`config.mk`:
```
export PLATFORM = sky130hd
export DESIGN_NAME = pc_redirect_unit_flat
export DESIGN_NICKNAME = d
export VERILOG_FILES = /design/src/rtl/pc_redirect_unit_if.sv /design/src/rtl/pc_redirect_unit.sv /design/src/flat_wrapper.sv
export SDC_FILE = /design/constraint.sdc
export NUM_CORES = 1
export LEC_CHECK = 0
export BUFFER_PORTS_ARGS = -buffer_cell sky130_fd_sc_hd__buf_4
export CAP_MARGIN = 15
export CORE_MARGIN = 1
export CORE_UTILIZATION = 47
export CTS_BUF_LIST = sky130_fd_sc_hd__clkbuf_8
export CTS_CLUSTER_DIAMETER = 200
export CTS_CLUSTER_SIZE = 25
export DETAILED_ROUTE_END_ITERATION = 12
export PLACE_DENSITY_LB_ADDON = 0.08
export SYNTH_ARGS = -nofsm -noshare
export SYNTH_HDL_FRONTEND = slang
export SYNTH_SLANG_ARGS = --single-unit
export TNS_END_PERCENT = 100
```
`constraint.sdc`:
```
create_clock -name clk -period 3.65 [get_ports clk]
set_clock_uncertainty 0.05 [all_clocks]
set_input_delay 0 -clock clk [delete_from_list [all_inputs] [get_ports clk]]
set_output_delay 0 -clock clk [all_outputs]
set_load 0.005 [all_outputs]
```
`src/rtl/pc_redirect_unit_if.sv`:
```
// Bundle of EX-stage inputs and fetch/redirect outputs for pc_redirect_unit.
// Defining BRANCH_STATS_EN adds the stat_taken / stat_not_taken counters.
interface pc_redirect_unit_if;
  logic        stall_in;
  logic        ex_valid;
  logic        ex_is_branch;
  logic        ex_is_jal;
  logic        ex_is_jalr;
  logic        branch_taken_in;
  logic [31:0] ex_pc;
  logic [31:0] ex_imm;
  logic [31:0] ex_rs1;
  logic [31:0] pc_out;
  logic [31:0] pc_plus4_out;
  logic [31:0] ex_link_out;
  logic        redirect_out;
  logic        flush_out;
  logic        misalign_exc_out;
  logic [31:0] exc_addr_out;
`ifdef BRANCH_STATS_EN
  logic [31:0] stat_taken;
  logic [31:0] stat_not_taken;

  modport slave (
    input  stall_in, ex_valid, ex_is_branch, ex_is_jal, ex_is_jalr,
           branch_taken_in, ex_pc, ex_imm, ex_rs1,
    output pc_out, pc_plus4_out, ex_link_out, redirect_out, flush_out,
           misalign_exc_out, exc_addr_out, stat_taken, stat_not_taken
  );

  modport master (
    output stall_in, ex_valid, ex_is_branch, ex_is_jal, ex_is_jalr,
           branch_taken_in, ex_pc, ex_imm, ex_rs1,
    input  pc_out, pc_plus4_out, ex_link_out, redirect_out, flush_out,
           misalign_exc_out, exc_addr_out, stat_taken, stat_not_taken
  );
`else
  modport slave (
    input  stall_in, ex_valid, ex_is_branch, ex_is_jal, ex_is_jalr,
           branch_taken_in, ex_pc, ex_imm, ex_rs1,
    output pc_out, pc_plus4_out, ex_link_out, redirect_out, flush_out,
           misalign_exc_out, exc_addr_out
  );

  modport master (
    output stall_in, ex_valid, ex_is_branch, ex_is_jal, ex_is_jalr,
           branch_taken_in, ex_pc, ex_imm, ex_rs1,
    input  pc_out, pc_plus4_out, ex_link_out, redirect_out, flush_out,
           misalign_exc_out, exc_addr_out
  );
`endif
endinterface

```
`src/rtl/pc_redirect_unit.sv`:
```
// Fetch PC owner: resolves EX-stage branch/JAL/JALR, redirects fetch, flushes IF/ID, traps misaligned targets.
// Optional feature macro BRANCH_STATS_EN adds saturating taken/not-taken branch counters.
module pc_redirect_unit #(
  parameter logic [31:0] RESET_PC     = 32'h0000_0000,
  parameter logic [31:0] TRAP_VECTOR  = 32'h0000_0100,
  parameter int unsigned FLUSH_CYCLES = 2
) (
  input logic               clk,
  input logic               rst,
  pc_redirect_unit_if.slave bus
);

  typedef enum logic {
    RUN   = 1'b0,
    FLUSH = 1'b1
  } state_t;

  // Counter value that makes FLUSH last FLUSH_CYCLES-1 cycles after the redirect cycle.
  localparam logic [3:0] CNT_INIT = (FLUSH_CYCLES > 1) ? 4'(FLUSH_CYCLES - 2) : 4'd0;

  state_t      r_state;
  state_t      w_stateNext;
  logic [3:0]  r_cnt;
  logic [3:0]  w_cntNext;
  logic [31:0] r_pc;
  logic [31:0] w_pcNext;
  logic [31:0] r_excAddr;
  logic [31:0] w_target;
  logic        w_accept;
  logic        w_take;
  logic        w_mis;

  always_comb begin
    w_target = bus.ex_pc + bus.ex_imm;
    if (bus.ex_is_jalr) begin
      w_target = (bus.ex_rs1 + bus.ex_imm) & ~32'h1;
    end
  end

  assign w_accept = bus.ex_valid & ~bus.stall_in & (r_state == RUN);
  assign w_take   = w_accept & (bus.ex_is_jalr | bus.ex_is_jal |
                                (bus.ex_is_branch & bus.branch_taken_in));
  assign w_mis    = w_take & (w_target[1:0] != 2'b00);

  assign bus.pc_out           = r_pc;
  assign bus.exc_addr_out     = r_excAddr;
  assign bus.pc_plus4_out     = rst ? 32'h0 : r_pc + 32'd4;
  assign bus.ex_link_out      = rst ? 32'h0 : bus.ex_pc + 32'd4;
  assign bus.redirect_out     = ~rst & w_take;
  assign bus.misalign_exc_out = ~rst & w_mis;
  assign bus.flush_out        = ~rst & (w_take | (r_state == FLUSH));

  always_comb begin
    w_stateNext = r_state;
    w_cntNext   = r_cnt;
    case (r_state)
      RUN: begin
        if (w_take && (FLUSH_CYCLES > 1)) begin
          w_stateNext = FLUSH;
          w_cntNext   = CNT_INIT;
        end
      end
      FLUSH: begin
        if (!bus.stall_in) begin
          if (r_cnt == 4'd0) begin
            w_stateNext = RUN;
          end else begin
            w_cntNext = r_cnt - 4'd1;
          end
        end
      end
      default: w_stateNext = RUN;
    endcase
  end

  // Trap outranks the redirect; fetch keeps advancing through the flush window.
  always_comb begin
    w_pcNext = r_pc + 32'd4;
    if (w_mis) begin
      w_pcNext = TRAP_VECTOR;
    end else if (w_take) begin
      w_pcNext = w_target;
    end else if (bus.stall_in) begin
      w_pcNext = r_pc;
    end
  end

  always_ff @(posedge clk or posedge rst) begin
    if (rst) begin
      r_state   <= RUN;
      r_cnt     <= 4'd0;
      r_pc      <= RESET_PC;
      r_excAddr <= 32'h0;
    end else begin
      r_state <= w_stateNext;
      r_cnt   <= w_cntNext;
      r_pc    <= w_pcNext;
      if (w_mis) begin
        r_excAddr <= w_target;
      end
    end
  end

`ifdef BRANCH_STATS_EN
  logic        w_branchOnly;
  logic [31:0] r_statTaken;
  logic [31:0] r_statNotTaken;

  assign w_branchOnly       = w_accept & bus.ex_is_branch & ~bus.ex_is_jal & ~bus.ex_is_jalr;
  assign bus.stat_taken     = r_statTaken;
  assign bus.stat_not_taken = r_statNotTaken;

  always_ff @(posedge clk or posedge rst) begin
    if (rst) begin
      r_statTaken    <= 32'h0;
      r_statNotTaken <= 32'h0;
    end else begin
      if (w_branchOnly && bus.branch_taken_in && (r_statTaken != 32'hFFFF_FFFF)) begin
        r_statTaken <= r_statTaken + 32'd1;
      end
      if (w_branchOnly && !bus.branch_taken_in && (r_statNotTaken != 32'hFFFF_FFFF)) begin
        r_statNotTaken <= r_statNotTaken + 32'd1;
      end
    end
  end
`endif

endmodule

```
`src/flat_wrapper.sv`:
```
// flat-port wrapper written by rule: the top's interface ports become plain ports
module pc_redirect_unit_flat 
#(
  parameter logic [31:0] RESET_PC     = 32'h0000_0000,
  parameter logic [31:0] TRAP_VECTOR  = 32'h0000_0100,
  parameter int unsigned FLUSH_CYCLES = 2
)
  (clk, rst, bus_stall_in, bus_ex_valid, bus_ex_is_branch, bus_ex_is_jal, bus_ex_is_jalr, bus_branch_taken_in, bus_ex_pc, bus_ex_imm, bus_ex_rs1, bus_pc_out, bus_pc_plus4_out, bus_ex_link_out, bus_redirect_out, bus_flush_out, bus_misalign_exc_out, bus_exc_addr_out);
  pc_redirect_unit_if bus_i ();
  input logic clk;
  input logic rst;
  input wire logic [$bits(bus_i.stall_in)-1:0] bus_stall_in;
  input wire logic [$bits(bus_i.ex_valid)-1:0] bus_ex_valid;
  input wire logic [$bits(bus_i.ex_is_branch)-1:0] bus_ex_is_branch;
  input wire logic [$bits(bus_i.ex_is_jal)-1:0] bus_ex_is_jal;
  input wire logic [$bits(bus_i.ex_is_jalr)-1:0] bus_ex_is_jalr;
  input wire logic [$bits(bus_i.branch_taken_in)-1:0] bus_branch_taken_in;
  input wire logic [$bits(bus_i.ex_pc)-1:0] bus_ex_pc;
  input wire logic [$bits(bus_i.ex_imm)-1:0] bus_ex_imm;
  input wire logic [$bits(bus_i.ex_rs1)-1:0] bus_ex_rs1;
  output wire logic [$bits(bus_i.pc_out)-1:0] bus_pc_out;
  output wire logic [$bits(bus_i.pc_plus4_out)-1:0] bus_pc_plus4_out;
  output wire logic [$bits(bus_i.ex_link_out)-1:0] bus_ex_link_out;
  output wire logic [$bits(bus_i.redirect_out)-1:0] bus_redirect_out;
  output wire logic [$bits(bus_i.flush_out)-1:0] bus_flush_out;
  output wire logic [$bits(bus_i.misalign_exc_out)-1:0] bus_misalign_exc_out;
  output wire logic [$bits(bus_i.exc_addr_out)-1:0] bus_exc_addr_out;
  assign bus_i.stall_in = bus_stall_in;
  assign bus_i.ex_valid = bus_ex_valid;
  assign bus_i.ex_is_branch = bus_ex_is_branch;
  assign bus_i.ex_is_jal = bus_ex_is_jal;
  assign bus_i.ex_is_jalr = bus_ex_is_jalr;
  assign bus_i.branch_taken_in = bus_branch_taken_in;
  assign bus_i.ex_pc = bus_ex_pc;
  assign bus_i.ex_imm = bus_ex_imm;
  assign bus_i.ex_rs1 = bus_ex_rs1;
  assign bus_pc_out = bus_i.pc_out;
  assign bus_pc_plus4_out = bus_i.pc_plus4_out;
  assign bus_ex_link_out = bus_i.ex_link_out;
  assign bus_redirect_out = bus_i.redirect_out;
  assign bus_flush_out = bus_i.flush_out;
  assign bus_misalign_exc_out = bus_i.misalign_exc_out;
  assign bus_exc_addr_out = bus_i.exc_addr_out;
  pc_redirect_unit #(.RESET_PC(RESET_PC), .TRAP_VECTOR(TRAP_VECTOR), .FLUSH_CYCLES(FLUSH_CYCLES)) u_core (.clk(clk), .rst(rst), .bus(bus_i));
endmodule
```
== Yosys cells after proc, flatten, opt, wreduce, memory -nomap -nowiden ==
Cells that the tools add are included.
Widths: inputs -> output; s select.

* Register bits: 69
* Bits of input ports: 104
* Output and inout port bits: 131
* Word-level logic and storage cells: 44

* $add $sub $neg: 5
* Equality and inequality tests: 4
* Mux-type cells: 14
* Bitwise gates (word level): 14
* Reductions and logical operators: 3

{| class="wikitable"
|+ Operator list
! kind !! count
|-
| $mux 32 || 6
|-
| $add 32x3->32 const B || 2
|-
| $add 32x32->32 || 2
|-
| $mux 4 || 3
|-
| $and 1x1->1 || 8
|-
| $pmux 4 s2 || 1
|-
| $logic_not 4->1 || 1
|-
| $ne 2x2->1 const B || 2
|-
| $sub 4x1->4 const B || 1
|-
| $mux 1 || 3
|-
| $ne 3x1->1 const B || 1
|-
| $not 1->1 || 3
|-
| $or 1x1->1 || 3
|-
| $reduce_and 3->1 || 1
|-
| $ne 2x1->1 const B || 1
|-
| $pmux 1 s2 || 1
|-
| $reduce_bool 2->1 || 1
|}

== Logic depth before layout (Yosys ltp) ==
* Word-level depth: 6
* Gate-level depth with buffers: 11
* Depth with buffers taken out: 11

== Worst setup path after synthesis ==
OpenSTA, ideal clock, no wires.

* Path type: input to register
* Start point: in bus_ex_imm[0]
* End point: reg u_core.r_excAddr[28], in the netlist u_core.bus.exc_addr_out[28]
* Library setup time: 65 ps
* Arrival: 2512 ps
* Required time: 3535 ps
* Setup slack: 1023 ps
* Stages on the path: 11
* Buffers on the path: 0
* Path through: and2_1 > fa_1 > a21o_1 > a211oi_1 > a211oi_2 > o2111a_1 > o31ai_1 > a21oi_1 > xnor2_1 > a2111oi_2 > mux2_2

* Word-level cells in the longest chain between the ends: 4
* Elaborated cells between the ends (all ways): 5
* Classes of those cells: add/sub (2); mux (1); bitwise (1); reduce/logical (1)

{| class="wikitable"
|+ RTL lines
! element !! line !! text
|-
| start: declaration || flat_wrapper.sv:19 || <nowiki>input wire logic [$bits(bus_i.ex_imm)-1:0] bus_ex_imm;</nowiki>
|-
| $add 32x32->32, on equally long branches || pc_redirect_unit.sv:34, pc_redirect_unit.sv:36 ||
|-
| $mux 32 (*) || pc_redirect_unit.sv:35 || <nowiki>if (bus.ex_is_jalr) begin</nowiki>
|-
| $reduce_bool 2->1 || pc_redirect_unit.sv:43 || <nowiki>assign w_mis = w_take & (w_target[1:0] != 2'b00);</nowiki>
|-
| $and 1x1->1 || pc_redirect_unit.sv:43 ||
|-
| end signal: assignment || pc_redirect_unit.sv:99 || <nowiki>r_excAddr <= w_target;</nowiki>
|-
| end: declaration || pc_redirect_unit.sv:27 || <nowiki>logic [31:0] r_excAddr;</nowiki>
|}

Mark *: on every way between the ends. The rest lies on a longest branch, timed or not.
A chain may end at the register's enable or synchronous reset.

== Worst setup path in the final report ==
* Start point: reg u_core.r_pc[2], in the netlist u_core.bus.pc_out[2]
* End point: out bus_pc_plus4_out[24]

* Word-level cells in the longest chain between the ends: 2

{| class="wikitable"
|+ RTL lines
! element !! line !! text
|-
| start: declaration || pc_redirect_unit.sv:25 || <nowiki>logic [31:0] r_pc;</nowiki>
|-
| start signal: assignment || pc_redirect_unit.sv:97 || <nowiki>r_pc <= w_pcNext;</nowiki>
|-
| $add 32x3->32 || pc_redirect_unit.sv:47 || <nowiki>assign bus.pc_plus4_out = rst ? 32'h0 : r_pc + 32'd4;</nowiki>
|-
| $mux 32 || pc_redirect_unit.sv:47 ||
|-
| end: declaration || flat_wrapper.sv:22 || <nowiki>output wire logic [$bits(bus_i.pc_plus4_out)-1:0] bus_pc_plus4_out;</nowiki>
|}

No other way between the ends.

==> results.toml <==
[min_path]
worstHoldPathCells = 3
hp-start = "bus_stall_in"
whs_endpoint = "u_core.bus.pc_out[3]$_DFFE_PP0P_"
hp-class = "input port to flop"

[sta]
hold_violations = 0
finalCritPeriodShare_pct = 83.51
maxSlewHeadroom_pct = 41.86
worst_slew_pin_slew_ns = 0.8708
rsz0062_at_grt = "no"
timing.final.ws_setup_ns = 0.6018
holdWs_ns = 0.05836
fin_crit_ns = 3.048
setup_viol = 0
fin_tns_setup_ns = 0
report.final.slew_viol_count = 0
fmaxAchievable_mhz = 328.1

[logic_synthesis]
synth_edf_count = 0
synth_top_cells_by_count = "131 x nor2_1, 113 x nand2_1, 97 x a21oi_1, 88 x o21ai_0, 69 x dfrtp_1"
seq_area_frac_synth_pct = 21.51
yosysTopAreaCellShare_pct = 21.51
ys_seq_elements = 69
yosysWarnings = 0
synthSimpleGateAreaFrac_pct = 25.62
synthCells = 1076
yosys.area_share.xor_xnor_pct = 12.22
synth_area_per_cell_um2 = 7.461
ys_types = 74
synth_compound_area_share_pct = 25.64
synth_mux_area_share_pct = 1.153
synth-main-ff-cell = "dfrtp_1"
synth-adder-area-share_pct = 10.47
synth_top_area_cell = "dfrtp_1"
async_flop_share_pct = 100.0
synth_top_family_by_area = "compound AO/OA/AOI/OAI gates"
ys_top_cells_by_area = "dfrtp_1 22%, ha_1 10%, nor2_1 6.1%"
yosysMostFrequentCell = "nor2_1"
syn_area_mm2 = 0.008028
syn-num-nets = 1246

[die]
die_w_um = 132.7
die_y_um = 132.7
core_area_mm2 = 0.01664
die-area_mm2 = 0.01761
start_util_pct = 48.24
std_cell_rows = 47
io_pins = 235

[worst_setup_path]
critPathKind = "flop to primary output"
cp-start-kind = "flop"
path_max_fanout = 9
cp.required_ns = 3.60
endpoint_kind = "primary output"
reg2reg_slack_ns = 0.69
path_buf_inv = 1
slowest_stage = "dfrtp_1"
r2r_cells = 10
rr_endpoint = "u_core.bus.pc_out[24]$_DFFE_PP0P_"
crit_chain = "ha_1 -> and3_1 -> nand3_2 -> nor2_4 -> and3_1 -> nand3_2 -> or2_2 -> xor2_1 -> nor2_1 -> buf_4"
rr_startpoint = "u_core.bus.pc_out[2]$_DFFE_PP0P_"
critical_path_arrival_ns = 3.00
critical-path-top-delay-family = "simple AND/OR/NAND/NOR gates"
crit_path_max_incr_delay_ns = 0.47

[finish]
fillers = 1608
area_growth_pct = 26.28
drive_above_1_share_pct = 22.68
antennaDiodeCount = 0
nets = 1448

[placement]
dp_slack_ns = 0.5948
port-buffer-count = 234
gp_routability_congestion = 0.9368
hpwlAfterDp_mm = 19.50

[run_status]
status = "finished, final reports clean"

[detailed_routing]
wl_per_cell_um = 16.29
num_vias = 8536
drcViolationCount = 0
antenna_left = 0
wl_mm = 24.48
drtPass1Iterations = 5
drt_iter0_drc = 631
viasPerCell = 5.679

[clock_network]
cts_max_path_buffers = 2
root_buffer = "clkbuf_8"
cts_tree = "yes"
numCtsBuffers = 9
clkLatencyLatePin_ns = 0.37
h-tree-depth = 3
clock-sinks = 69
path_clk_slew_ns = 0.09

[power_and_ir_drop]
pwr_density_cell_mw_per_mm2 = 453.5
p_leak_nw = 4.696
ir_drop_mv = 0.2714

[job]
cap_violations = 0

[grt]
grt_pass1_vias = 7722
antenna_found_initial = 0
grt_max_degree = 53
grt-ovfl-total = 0
track_usage_pct = 27.48
grt_pass1_wl_mm = 39.12
## repair_timing
action / in CTS / in global routing
resized for setup: 0 / 0
hold buffers: 1 / 0
hold endpoints to repair: 39 / 0
setup buffers: 0 / 0
## tightest hold or removal path, cell delays in order
cell and delay, ns:
buf_4 0.25, nand2_1 0.11, o21ai_0 0.07
## sequential cells by signal (all words and copies together), names as in the netlist
| name | cells |
|---|---|
| u_core.r_state | 1 |
| u_core.r_cnt | 4 |
| u_core.bus.exc_addr_out | 32 |
| u_core.bus.pc_out | 32 |
## how the worst max path moves through the flow
| stage | startpoint | endpoint | slack (ns) | cells after the start |
|---|---|---|---|---|
| CTS | u_core.bus.pc_out[2]$_DFFE_PP0P_ | bus_pc_plus4_out[24] | 0.61 | 10 |
| global placement | bus_ex_imm[0] | u_core.bus.exc_addr_out[28]$_DFFE_PP0P_ | 0.64 | 12 |
| detailed placement | bus_ex_imm[0] | u_core.bus.exc_addr_out[28]$_DFFE_PP0P_ | 0.59 | 12 |
| finish | u_core.bus.pc_out[2]$_DFFE_PP0P_ | bus_pc_plus4_out[24] | 0.60 | 10 |
| floorplan | bus_ex_imm[0] | u_core.bus.exc_addr_out[28]$_DFFE_PP0P_ | 1.02 | 11 |
| global route | u_core.bus.pc_out[2]$_DFFE_PP0P_ | bus_pc_plus4_out[24] | 0.40 | 10 |
## routing by layer
layer / track usage, % / wire, um
met1: 40.14 / 11920
met2: 42.54 / 10490
met3: 4.176 / 1738
met4: 6.003 / 325
met5: 0 / 0
## power by group
part,leakage (nW),total (mW),switching [mW],internal (mW)
sequential,0.832,1.52,0.415,1.10
combinational,3.76,2.45,1.18,1.27
clock,0.0996,0.630,0.312,0.317
## placed cells by master, fill, tap and decap left out, types with 4 or more instances in the layout
cell / Yosys / routed
a211o_1: 4 / 4
a211oi_1: 6 / 6
a21o_1: 37 / 37
a21oi_1: 97 / 97
a221o_1: 8 / 8
a2bb2oi_1: 4 / 4
a31oi_1: 14 / 14
and2_1: 9 / 9
and3_1: 22 / 22
and4_1: 8 / 8
buf_4: 0 / 244
clkbuf_8: 0 / 9
dfrtp_1: 69 / 69
ha_1: 64 / 64
inv_1: 17 / 16
mux2i_1: 7 / 7
nand2_1: 113 / 113
nand2b_1: 9 / 8
nand3_1: 35 / 35
nand4_1: 23 / 23
nor2_1: 131 / 131
nor2b_1: 19 / 19
nor3_1: 18 / 18
nor4_1: 7 / 7
o211ai_1: 6 / 6
o21a_1: 7 / 7
o21ai_0: 88 / 88
o21bai_1: 6 / 6
o31ai_1: 6 / 6
or2_2: 6 / 6
or3_1: 10 / 10
xnor2_1: 56 / 56
xor2_1: 56 / 56
## logic make-up (layout without fill, tap and decap cells)
family          count (synthesis)  after routing
compound gates                322            322
xor+xnor                      112            112
mux                             9              9
buf+inv                        71            278
flops                          69             69
fa+ha+maj                      66             66
simple gates                  427            427
## metrics by stage
step	utilization (%)	total power, mW	instance area, um^2	std cells
6_report	60.91	4.597	10140	1503
5_1_grt	60.91	4.967	10140	1503
4_1_cts	60.91	4.606	10140	1503
3_5_place_dp	59.66	3.967	9930	1486
3_3_place_gp	59.66	3.923	9930	1486
2_1_floorplan	-	2.791	8028	1076
## area by class of cell
cell class | count | area [um^2] | area share (%)
tap | 220 | 275.3 | 2.715
inverter | 17 | 63.81 | 0.6295
multi-input combinational | 936 | 6032 | 59.50
timing repair buffer | 245 | 1842 | 18.17
clock buffer | 9 | 123.9 | 1.222
clock inverter | 7 | 73.82 | 0.7282
sequential | 69 | 1727 | 17.03
Note: power is estimated with default switching activity, not from simulation.
